$ cat config.mk
export PLATFORM = sky130hd
export DESIGN_NAME = uart_tx_scheduler
export DESIGN_NICKNAME = d
export VERILOG_FILES = /design/src/rtl/uart_tx_scheduler.sv
export SDC_FILE = /design/constraint.sdc
export NUM_CORES = 1
export LEC_CHECK = 0
export ABC_AREA = 1
export CORE_MARGIN = 5
export CORE_UTILIZATION = 57
export CTS_CLUSTER_DIAMETER = 200
export DETAILED_ROUTE_END_ITERATION = 6
export PLACE_DENSITY = 0.85
export SLEW_MARGIN = 25
export SYNTH_ARGS = -nofsm -noshare
export SYNTH_HDL_FRONTEND = slang
export SYNTH_SLANG_ARGS = --single-unit
$ cat constraint.sdc
create_clock -name clk_30mhz -period 1.9 [get_ports clk_30mhz]
set_input_delay 0.38 -clock clk_30mhz [delete_from_list [all_inputs] [get_ports clk_30mhz]]
set_output_delay 0.38 -clock clk_30mhz [all_outputs]
set_load 0.01 [all_outputs]
$ cat src/rtl/uart_tx_scheduler.sv
// Round-robin scheduler sharing one UART TX line between NUM_REQ byte producers,
// with CTS gating at frame start. Define UART_TX_PARITY_EN for 8E1 framing (default 8N1).
module uart_tx_scheduler #(
  parameter int NUM_REQ  = 2,
  parameter int BAUD_DIV = 260
) (
  input  logic                 clk_30mhz,
  input  logic                 reset,
  input  logic [NUM_REQ-1:0]   req_valid,
  input  logic [8*NUM_REQ-1:0] req_data,
  output logic [NUM_REQ-1:0]   req_ack,
  input  logic                 uart_cts,
  output logic                 uart_tx,
  output logic                 busy,
  output logic [2:0]           grant_id
);

  localparam int IW = (NUM_REQ > 1) ? $clog2(NUM_REQ) : 1;
  localparam int CW = (BAUD_DIV > 1) ? $clog2(BAUD_DIV) : 1;
  localparam logic [CW-1:0] CNT_LAST = CW'(BAUD_DIV - 1);

  typedef enum logic [2:0] {IDLE, START, DATA, PARITY, STOP} state_t;

  state_t             state, state_nxt;
  logic [CW-1:0]      cnt, cnt_nxt;
  logic [2:0]         bit_idx, bit_nxt;
  logic [7:0]         byte_q, dsel;
  logic [IW-1:0]      rr_ptr, gsel, ptr_nxt;
  logic [NUM_REQ-1:0] ack_nxt;
  logic [1:0]         cts_sync;
  logic               found, grant, cnt_last;
  int unsigned        idx;

  // First valid requester at or after the rotation pointer, wrapping.
  always_comb begin
    found = 1'b0;
    gsel  = '0;
    idx   = 0;
    for (int unsigned k = 0; k < NUM_REQ; k++) begin
      idx = 32'(rr_ptr) + k;
      if (idx >= NUM_REQ) idx = idx - NUM_REQ;
      if (!found && req_valid[IW'(idx)]) begin
        found = 1'b1;
        gsel  = IW'(idx);
      end
    end
  end

  always_comb begin
    dsel    = '0;
    ack_nxt = '0;
    for (int unsigned k = 0; k < NUM_REQ; k++) begin
      if (gsel == IW'(k)) begin
        dsel       = req_data[8*k +: 8];
        ack_nxt[k] = grant;
      end
    end
  end

  assign ptr_nxt  = (gsel == IW'(NUM_REQ - 1)) ? '0 : gsel + IW'(1);
  assign grant    = (state == IDLE) && found && !cts_sync[1];
  assign cnt_last = (cnt == CNT_LAST);

  always_comb begin
    state_nxt = state;
    cnt_nxt   = cnt_last ? '0 : cnt + CW'(1);
    bit_nxt   = bit_idx;
    case (state)
      IDLE: begin
        cnt_nxt = '0;
        if (grant) state_nxt = START;
      end
      START: begin
        if (cnt_last) begin
          state_nxt = DATA;
          bit_nxt   = '0;
        end
      end
      DATA: begin
        if (cnt_last) begin
          if (bit_idx == 3'd7) begin
`ifdef UART_TX_PARITY_EN
            state_nxt = PARITY;
`else
            state_nxt = STOP;
`endif
          end else begin
            bit_nxt = bit_idx + 3'd1;
          end
        end
      end
      PARITY: if (cnt_last) state_nxt = STOP;
      STOP:   if (cnt_last) state_nxt = IDLE;
      default: state_nxt = IDLE;
    endcase
  end

  always_ff @(posedge clk_30mhz) begin
    if (reset) begin
      state    <= IDLE;
      cnt      <= '0;
      bit_idx  <= '0;
      byte_q   <= '0;
      rr_ptr   <= '0;
      grant_id <= '0;
      req_ack  <= '0;
      cts_sync <= '1;
    end else begin
      state    <= state_nxt;
      cnt      <= cnt_nxt;
      bit_idx  <= bit_nxt;
      req_ack  <= ack_nxt;
      cts_sync <= {cts_sync[0], uart_cts};
      if (grant) begin
        byte_q   <= dsel;
        rr_ptr   <= ptr_nxt;
        grant_id <= 3'(gsel);
      end
    end
  end

  always_comb begin
    case (state)
      START:   uart_tx = 1'b0;
      DATA:    uart_tx = byte_q[bit_idx];
      PARITY:  uart_tx = ^byte_q;
      default: uart_tx = 1'b1;
    endcase
  end

  assign busy = (state != IDLE);

endmodule

==> impl_metrics.json, run 1 <==
{
  "coreArea_mm2": 0.00278,
  "fin_crit_sh": 0.918,
  "antenna_found_initial": 0,
  "io_pins": 28,
  "instances_no_fill": 327,
  "rsz0062_at_grt": "false",
  "place_area_mm2": 0.00197,
  "hold_depth": 1,
  "syn_inst": 263,
  "ir_drop_v": 0.000723,
  "cap_violations": 0,
  "wire_per_inst_um": 10.6,
  "die_w_um": 64.3,
  "syn_avg_cell_area_um2": 6.38,
  "vias_per_cell": 5.09,
  "grt_overflow_total": 0,
  "power_mw": 1.54,
  "slowest_delay_ps": 390,
  "leakage_nw": 0.946,
  "yosys-top-cells-area": "dfxtp_1 (35%), nand2_1 (24%), inv_1 (6.9%)",
  "ys_types": 31,
  "ctsHoldBuffers": 0,
  "area_growth_syn_to_layout_pct": 23.6,
  "reg2reg_depth": 9,
  "drc_errors": 0,
  "synth_edf_count": 0,
  "register_area_um2": 596,
  "dpl.hpwl_um": 2660,
  "port_buffers": 25,
  "final_area_mm2": 0.00207,
  "gp_congestion": 0.818,
  "cts_tree": "done",
  "yosys.cell_count.top_type": "nand2_1",
  "cellPowerDensity_mw_per_mm2": 745,
  "slowest_stage": "dfxtp_2",
  "grt_pass1_wl_um": 6220,
  "fmax_mhz": 574,
  "setup_ws_ps": 157,
  "first_iter_violations": 118,
  "ys.flop_type": "dfxtp_1",
  "routed_wirelength_um": 3470,
  "path_cells": "inv_1, nand2_1, nand2_1, nand2_1, nand2_1, nand2_1, nand3_1, nand3_1, buf_2",
  "grt_max_degree": 13,
  "yosys_warnings": 0,
  "num_antenna_cells": 0,
  "status": "completed",
  "fin_util": 0.745,
  "hold_violations": 0,
  "period_minus_slack_ps": 1740,
  "setup_tns_ps": 0,
  "syn_area_mm2": 0.00168,
  "cp_max_fo": 4,
  "drive_gt1_frac": 0.189,
  "detail-route-antenna-nets": 0,
  "yosysTopAreaCell": "dfxtp_1",
  "cts-root-buf": "clkbuf_4",
  "setup_viol_count_final": 0,
  "multi_input_area_um2": 953,
  "seq_area_frac_synth": 0.346,
  "dr.pass1.iters": 4,
  "preCtsSetupSlack_ps": 60.1,
  "async_reset_ff_frac": 0,
  "cpLargestDelayFamily": "simple AND/OR/NAND/NOR gates",
  "finClkSkew_ps": 7.25,
  "crit_type": "register to output port",
  "min-delay-path-class": "register to register",
  "cp-end-kind": "output port",
  "num_rows": 19,
  "vias": 1663,
  "clock_latency_ps": 320,
  "grt_pass1_vias": 1508,
  "crit_arrival_ps": 1360,
  "cp_num_buf_inv": 2,
  "gr-usage-all-layers": 0.182,
  "crit_top_cell": "nand2_1",
  "fin_hold_ws_ps": 425,
  "cts_setup_buffers": 0,
  "cts_made_buffers": 5,
  "cp.required_ps": 1520,
  "clockBufferDepth": 2,
  "layout.nets": 320,
  "slew_viol_final": 0,
  "dp_cells": 320,
  "die_h_um": 64.3,
  "ys_ff_latch": 29,
  "yosysTopAreaCellShare": 0.346,
  "start_util": 0.603,
  "synth_common_cells": "nand2_1 (109), inv_1 (31), dfxtp_1 (29), nor2_1 (23), nand3_1 (19)",
  "worst-path-stages": 9,
  "dieArea_mm2": 0.00413,
  "cts_max_level": 2,
  "critPathLaunchType": "register",
  "cts_num_sinks": 29,
  "fillers": 231,
  "path_clk_slew_ps": 90
}
logic make-up (layout without fill, tap and decap cells):
logic type	after synthesis	in the layout	share of synthesized area
AOI/OAI and AO/OA	20	20	0.0835
adders and majority gates	3	3	0.0224
buffers and inverters	39	71	0.101
DFF	29	29	0.346
other	1	2	0.00223
and+or+nand+nor	171	171	0.444
per-layer routing:
metal / global-route usage / up-vias / part of all wire
met1: 0.223 / 730 / 0.47
met3: 0.0508 / 6 / 0.078
met4: 0.0712 / 0 / 0.0078
li1: - / 878 / -
met5: 0 / - / 0
met2: 0.299 / 49 / 0.44
where the power goes:
group          total [mW]  internal [mW]  leakage, nW  switching, mW
logic               0.394          0.162        0.665          0.232
registers           0.677          0.644        0.240         0.0329
clock network       0.473          0.268       0.0410          0.205
total                1.54           1.07        0.946          0.470
flip-flops by register name (all words and copies together), names as in the netlist:
signal	cells
cnt	9
byte_q	8
bit_idx	3
state	3
cts_sync	2
req_ack	2
grant_id	1
rr_ptr	1
placed cells by master (no fill, tap or decap), drive strengths merged, types with 5 or more instances in the layout:
cell	synthesis	routed
nand2	112	112
nor2	25	25
nor3	6	6
dfxtp	29	29
inv	32	32
buf	5	7
a21oi	15	15
nand3	20	20
clkbuf	1	5
clkdlybuf4s50	0	23
layout make-up:
cell class,instances,share of cell area
clock buffer,5,0.0181
clock inverter,2,0.0169
inverter,33,0.0597
multi-input combinational,196,0.460
sequential,29,0.287
tap,31,0.0187
timing repair buffer,31,0.139
worst paths after layout:
kind | slack [ps] | startpoint | end
max | 160 | byte_q[1] | uart_tx
min | 430 | cts_sync[0] | cts_sync[1]
max reg2reg | 470 | cnt[0] | bit_idx[2]
min reg2reg | 430 | cts_sync[0] | cts_sync[1]
what timing repair did:
action                                  4_1_cts  5_1_grt
pin swaps                                     0        6
endpoints found under the setup margin        2        1
resized for setup                            16       11
Power figures use the tool's default switching activity.
==> run 2: changes to the inputs <==
--- a/config.mk
+++ b/config.mk
@@ -6,11 +6,13 @@
 export NUM_CORES = 1
 export LEC_CHECK = 0
 export ABC_AREA = 1
+export CELL_PAD_IN_SITES_DETAIL_PLACEMENT = 0
+export CELL_PAD_IN_SITES_GLOBAL_PLACEMENT = 2
 export CORE_MARGIN = 5
-export CORE_UTILIZATION = 57
+export CORE_UTILIZATION = 30
 export CTS_CLUSTER_DIAMETER = 200
 export DETAILED_ROUTE_END_ITERATION = 6
-export PLACE_DENSITY = 0.85
+export PLACE_DENSITY_LB_ADDON = 0.1
 export SLEW_MARGIN = 25
 export SYNTH_ARGS = -nofsm -noshare
 export SYNTH_HDL_FRONTEND = slang
==> run 2 against run 1 <==
Effect of this change:
- clock skew about the same
- sequential cell count unchanged
- count of clock-buffer cells in the layout grew 2
- first-iteration DRC count is 62% lower
- register-to-register slack got worse by 20 ps
- non-clock buffer count rose by 2
- via count is 4.9% lower
- critical endpoint unchanged
==> impl_metrics.json, run 2 (synthesis gave the netlist of run 1 again) <==
{
  "status": "completed",
  "gr-usage-all-layers": 0.111,
  "cts_setup_buffers": 0,
  "layout.nets": 322,
  "hold_violations": 0,
  "ir_drop_v": 0.000389,
  "largest_register_ffs": 9,
  "fin_hold_ws_ps": 410,
  "dpl.hpwl_um": 3060,
  "worst-path-stages": 6,
  "gp_congestion": 0.721,
  "hold_depth": 1,
  "crit_type": "register to output port",
  "worstHoldStart": "cts_sync[0]",
  "drc_errors": 0,
  "vias": 1582,
  "die_w_um": 84.8,
  "port_buffers": 25,
  "path_clk_slew_ps": 70,
  "drive_gt1_frac": 0.151,
  "fillers": 620,
  "cpLargestDelayFamily": "flip-flops",
  "crit_start": "bit_idx[0]",
  "power_mw": 1.73,
  "rsz0062_at_grt": "false",
  "crit_top_cell": "nand3_1",
  "dr.pass1.iters": 4,
  "start_util": 0.307,
  "cts_tree": "done",
  "top_regs": "cnt (9), byte_q (8)",
  "period_minus_slack_ps": 1700,
  "crit_arrival_ps": 1320,
  "grt_max_degree": 13,
  "slowest_delay_ps": 310,
  "coreArea_mm2": 0.00547,
  "dp_cells": 363,
  "wire_per_inst_um": 10.5,
  "layout_common_cells": "nand2_1 (109), inv_1 (30), dfxtp_1 (24), nor2_1 (23), clkdlybuf4s50_1 (23)",
  "num_antenna_cells": 0,
  "final_area_mm2": 0.00215,
  "dieArea_mm2": 0.00719,
  "clock_latency_ps": 280,
  "place_area_mm2": 0.00204,
  "cellPowerDensity_mw_per_mm2": 806,
  "setup_ws_ps": 198,
  "die_h_um": 84.8,
  "fmax_mhz": 587,
  "io_pins": 28,
  "first_iter_violations": 45,
  "setup_tns_ps": 0,
  "register_area_um2": 587,
  "area_growth_syn_to_layout_pct": 28.3,
  "reg2reg_depth": 9,
  "num_rows": 27,
  "multi_input_area_um2": 931,
  "grt_pass1_vias": 1405,
  "top_register": "cnt",
  "path_cells": "buf_4, o211ai_1, nand3_1, nand3_1, nand3_1, clkbuf_2",
  "fin_crit_sh": 0.896,
  "vias_per_cell": 4.26,
  "cp.required_ps": 1520,
  "cp_num_buf_inv": 2,
  "detail-route-antenna-nets": 0,
  "min-delay-path-class": "register to register",
  "cp_max_fo": 7,
  "routed_wirelength_um": 3890,
  "final_common_cell": "nand2_1",
  "cts-root-buf": "clkbuf_8",
  "grt_overflow_total": 0,
  "grt_pass1_wl_um": 6380,
  "finClkSkew_ps": 7.73,
  "cts_num_sinks": 29,
  "leakage_nw": 0.956,
  "slew_viol_final": 0,
  "preCtsSetupSlack_ps": 82.3,
  "critPathLaunchType": "register",
  "ctsHoldBuffers": 0,
  "cts_made_buffers": 5,
  "cap_violations": 0,
  "fin_util": 0.393,
  "slowest_stage": "dfxtp_1",
  "clockBufferDepth": 2,
  "instances_no_fill": 371,
  "cp-end-kind": "output port",
  "cts_max_level": 2,
  "worstReg2RegStart": "bit_idx[0]",
  "setup_viol_count_final": 0,
  "reg2reg_slack_ps": 450,
  "antenna_found_initial": 0
}
run 2: cell type report:
type                       instances  area share
tap                               72      0.0419
clock buffer                       7      0.0401
multi-input combinational        196       0.433
sequential                        29       0.273
inverter                          33      0.0576
timing repair buffer              33       0.141
clock inverter                     1      0.0140
run 2: worst paths after layout:
path | endpoint
setup / recovery | uart_tx
setup reg to reg | state[1]
hold / removal | cts_sync[1]
hold reg to reg | cts_sync[1]
run 2: per-layer routing:
metal  share of wire  wire [um]  GRT usage  vias up
li1                -          -          -      879
met1            0.53       2050      0.150      676
met2            0.42       1640      0.166       22
met3           0.038        149     0.0334        5
met4           0.015         59     0.0432        0
met5               0          0          0        -
run 2: worst reg2reg max path, stage by stage, from the launching register on:
cell and delay [ps]:
dfxtp_1 310, buf_4 160, ha_1 200, ha_1 210
nor2_1 160, nor2_2 60, nand2_1 110, nand2_1 60
nand2_1 50, nor2_1 30
run 2: where the power goes:
group          internal, mW  switching, mW
clock network         0.427          0.233
logic                 0.169          0.233
registers             0.644         0.0279
total                  1.24          0.494
run 2: repair_timing:
| action | in CTS | in global routing |
|---|---|---|
| gates resized for setup | 3 | 7 |
| setup endpoints to repair | 2 | 1 |
| pin swaps | 0 | 1 |
==> run 3: changes to the inputs <==
--- a/config.mk
+++ b/config.mk
@@ -8,7 +8,7 @@
 export ABC_AREA = 1
 export CELL_PAD_IN_SITES_DETAIL_PLACEMENT = 0
 export CELL_PAD_IN_SITES_GLOBAL_PLACEMENT = 2
-export CORE_MARGIN = 5
+export CORE_MARGIN = 2
 export CORE_UTILIZATION = 30
 export CTS_CLUSTER_DIAMETER = 200
 export DETAILED_ROUTE_END_ITERATION = 6
==> run 3 against run 2 <==
Effect of this change:
- critical path depth up 3
- sequential cell count is the same
- die area down 14%
- total power fell by 7.5%
- final area fell by 0.93%
- clock power down 20%
- global-route usage up 2.1 points
- final cell count decreased by 0.27%
==> impl_metrics.json, run 3 (synthesis gave the netlist of run 1 again) <==
{
  "status": "completed",
  "power_switching_mw": 0.502,
  "coreArea_mm2": 0.00544,
  "cp.required_ps": 1520,
  "crit_type": "register to output port",
  "wire_per_inst_um": 9.93,
  "cts_tree": "done",
  "cts_num_sinks": 29,
  "start_util": 0.308,
  "routed_wirelength_um": 3670,
  "dpl.hpwl_um": 2850,
  "port_buffers": 25,
  "grt_use_met3": 0.0420,
  "busiest_layer": "met2",
  "reg2reg_to": "bit_idx[0]",
  "setup_tns_ps": 0,
  "worstReg2RegStart": "bit_idx[0]",
  "ir_drop_v": 0.000352,
  "cp-end-kind": "output port",
  "detail-route-antenna-nets": 0,
  "p_comb_frac": 0.251,
  "largest_register_ffs": 9,
  "clockBufferDepth": 2,
  "num_rows": 27,
  "fin_crit_sh": 0.888,
  "clock_latency_ps": 290,
  "vias": 1563,
  "dieArea_mm2": 0.00621,
  "leakage_nw": 0.953,
  "first_iter_violations": 29,
  "gr-usage-met1": 0.175,
  "cap_violations": 0,
  "final_common_cell": "nand2_1",
  "internal_power_mw": 1.10,
  "top_regs": "cnt (9), byte_q (8)",
  "die_w_um": 78.8,
  "grt_overflow_total": 0,
  "hold_violations": 0,
  "num_antenna_cells": 0,
  "grt_use_met2": 0.195,
  "area_growth_syn_to_layout_pct": 27.1,
  "fmax_mhz": 593,
  "critPathLaunchType": "register",
  "reg2reg_depth": 8,
  "period_minus_slack_ps": 1690,
  "rsz0062_at_grt": "false",
  "io_pins": 28,
  "cellPowerDensity_mw_per_mm2": 752,
  "path_clk_slew_ps": 60,
  "cts_made_buffers": 5,
  "ctsHoldBuffers": 0,
  "fin_util": 0.392,
  "drive_gt1_frac": 0.151,
  "clockPowerShare": 0.331,
  "crit_start": "byte_q[3]",
  "layout.nets": 322,
  "finClkSkew_ps": 6.55,
  "seqPwrFrac": 0.418,
  "layout_common_cells": "nand2_1 (109), inv_1 (31), dfxtp_1 (24), clkdlybuf4s50_1 (23), nor2_1 (22)",
  "crit_arrival_ps": 1310,
  "cp_max_fo": 4,
  "cp-endpoint": "uart_tx",
  "antenna_found_initial": 0,
  "power_mw": 1.60,
  "gp_congestion": 0.760,
  "switching_share": 0.313,
  "cts-root-buf": "clkbuf_8",
  "drc_errors": 0,
  "gr-usage-all-layers": 0.132,
  "min-delay-path-class": "register to register",
  "setup_viol_count_final": 0,
  "reg2reg_slack_ps": 470,
  "grt_pass1_wl_um": 6380,
  "grt_max_degree": 13,
  "slew_viol_final": 0,
  "dr.pass1.iters": 4,
  "vias_per_cell": 4.22,
  "grt_pass1_vias": 1429,
  "top_register": "cnt",
  "die_h_um": 78.8,
  "cts_max_level": 2
}
run 3: what timing repair did:
item,4_1_cts,5_1_grt
gates resized for setup,2,8
pin swaps,0,1
hold endpoints to repair,0,0
endpoints found under the setup margin,1,2
setup buffers,0,0
run 3: final cells by class:
cell class                      instances  area, um2
Clock buffer                            6       82.6
Multi-Input combinational cell        196        933
Timing Repair Buffer                   33        308
Tap cell                               72       90.1
Fill cell                             597       3310
Sequential cell                        29        587
Inverter                               33        124
Clock inverter                          1       7.51
run 3: critical path: stages, from the launching register on:
cell and delay [ps]:
dfxtp_1 360, inv_1 80, nand2_1 60, nand2_1 70, nand2_1 80, nand2_1 50, nand2_1 60, nand3_1 60
nand3_1 70, clkbuf_2 130
run 3: metal layers:
metal	vias up	wire [um]
met3	8	163
li1	881	-
met5	-	0
met4	0	70
met2	27	1480
met1	647	1960
run 3: through the flow:
step / setup WS, ps / cells / instance area (um2) / hold slack [ps]
2_1_floorplan: 627 / 264 / 1680 / 389
3_3_place_gp: 79.5 / 363 / 2040 / 395
3_5_place_dp: 84.3 / 363 / 2040 / 398
4_1_cts: 4.09 / 370 / 2130 / 418
5_1_grt: 17.4 / 370 / 2130 / 441
6_report: 213 / 370 / 2130 / 413
run 3: power by group through the flow:
| stage | clock network, mW | registers (mW) | logic, mW |
|---|---|---|---|
| global placement | 0 | 0.684 | 0.423 |
| finish | 0.531 | 0.671 | 0.402 |
| floorplan | 0 | 0.683 | 0.268 |
| CTS | 0.561 | 0.670 | 0.414 |
| detailed placement | 0 | 0.684 | 0.417 |
| global route | 0.590 | 0.677 | 0.464 |
run 3: how the worst min path moves through the flow:
| stage | start | end | slack, ps | cells after the start |
|---|---|---|---|---|
| 3_3_place_gp | cts_sync[0] | cts_sync[1] | 390 | 1 |
| 6_report | cts_sync[0] | cts_sync[1] | 410 | 1 |
| 2_1_floorplan | cts_sync[0] | cts_sync[1] | 390 | 1 |
| 4_1_cts | cts_sync[0] | cts_sync[1] | 420 | 1 |
| 5_1_grt | cts_sync[0] | cts_sync[1] | 440 | 1 |
| 3_5_place_dp | cts_sync[0] | cts_sync[1] | 400 | 1 |
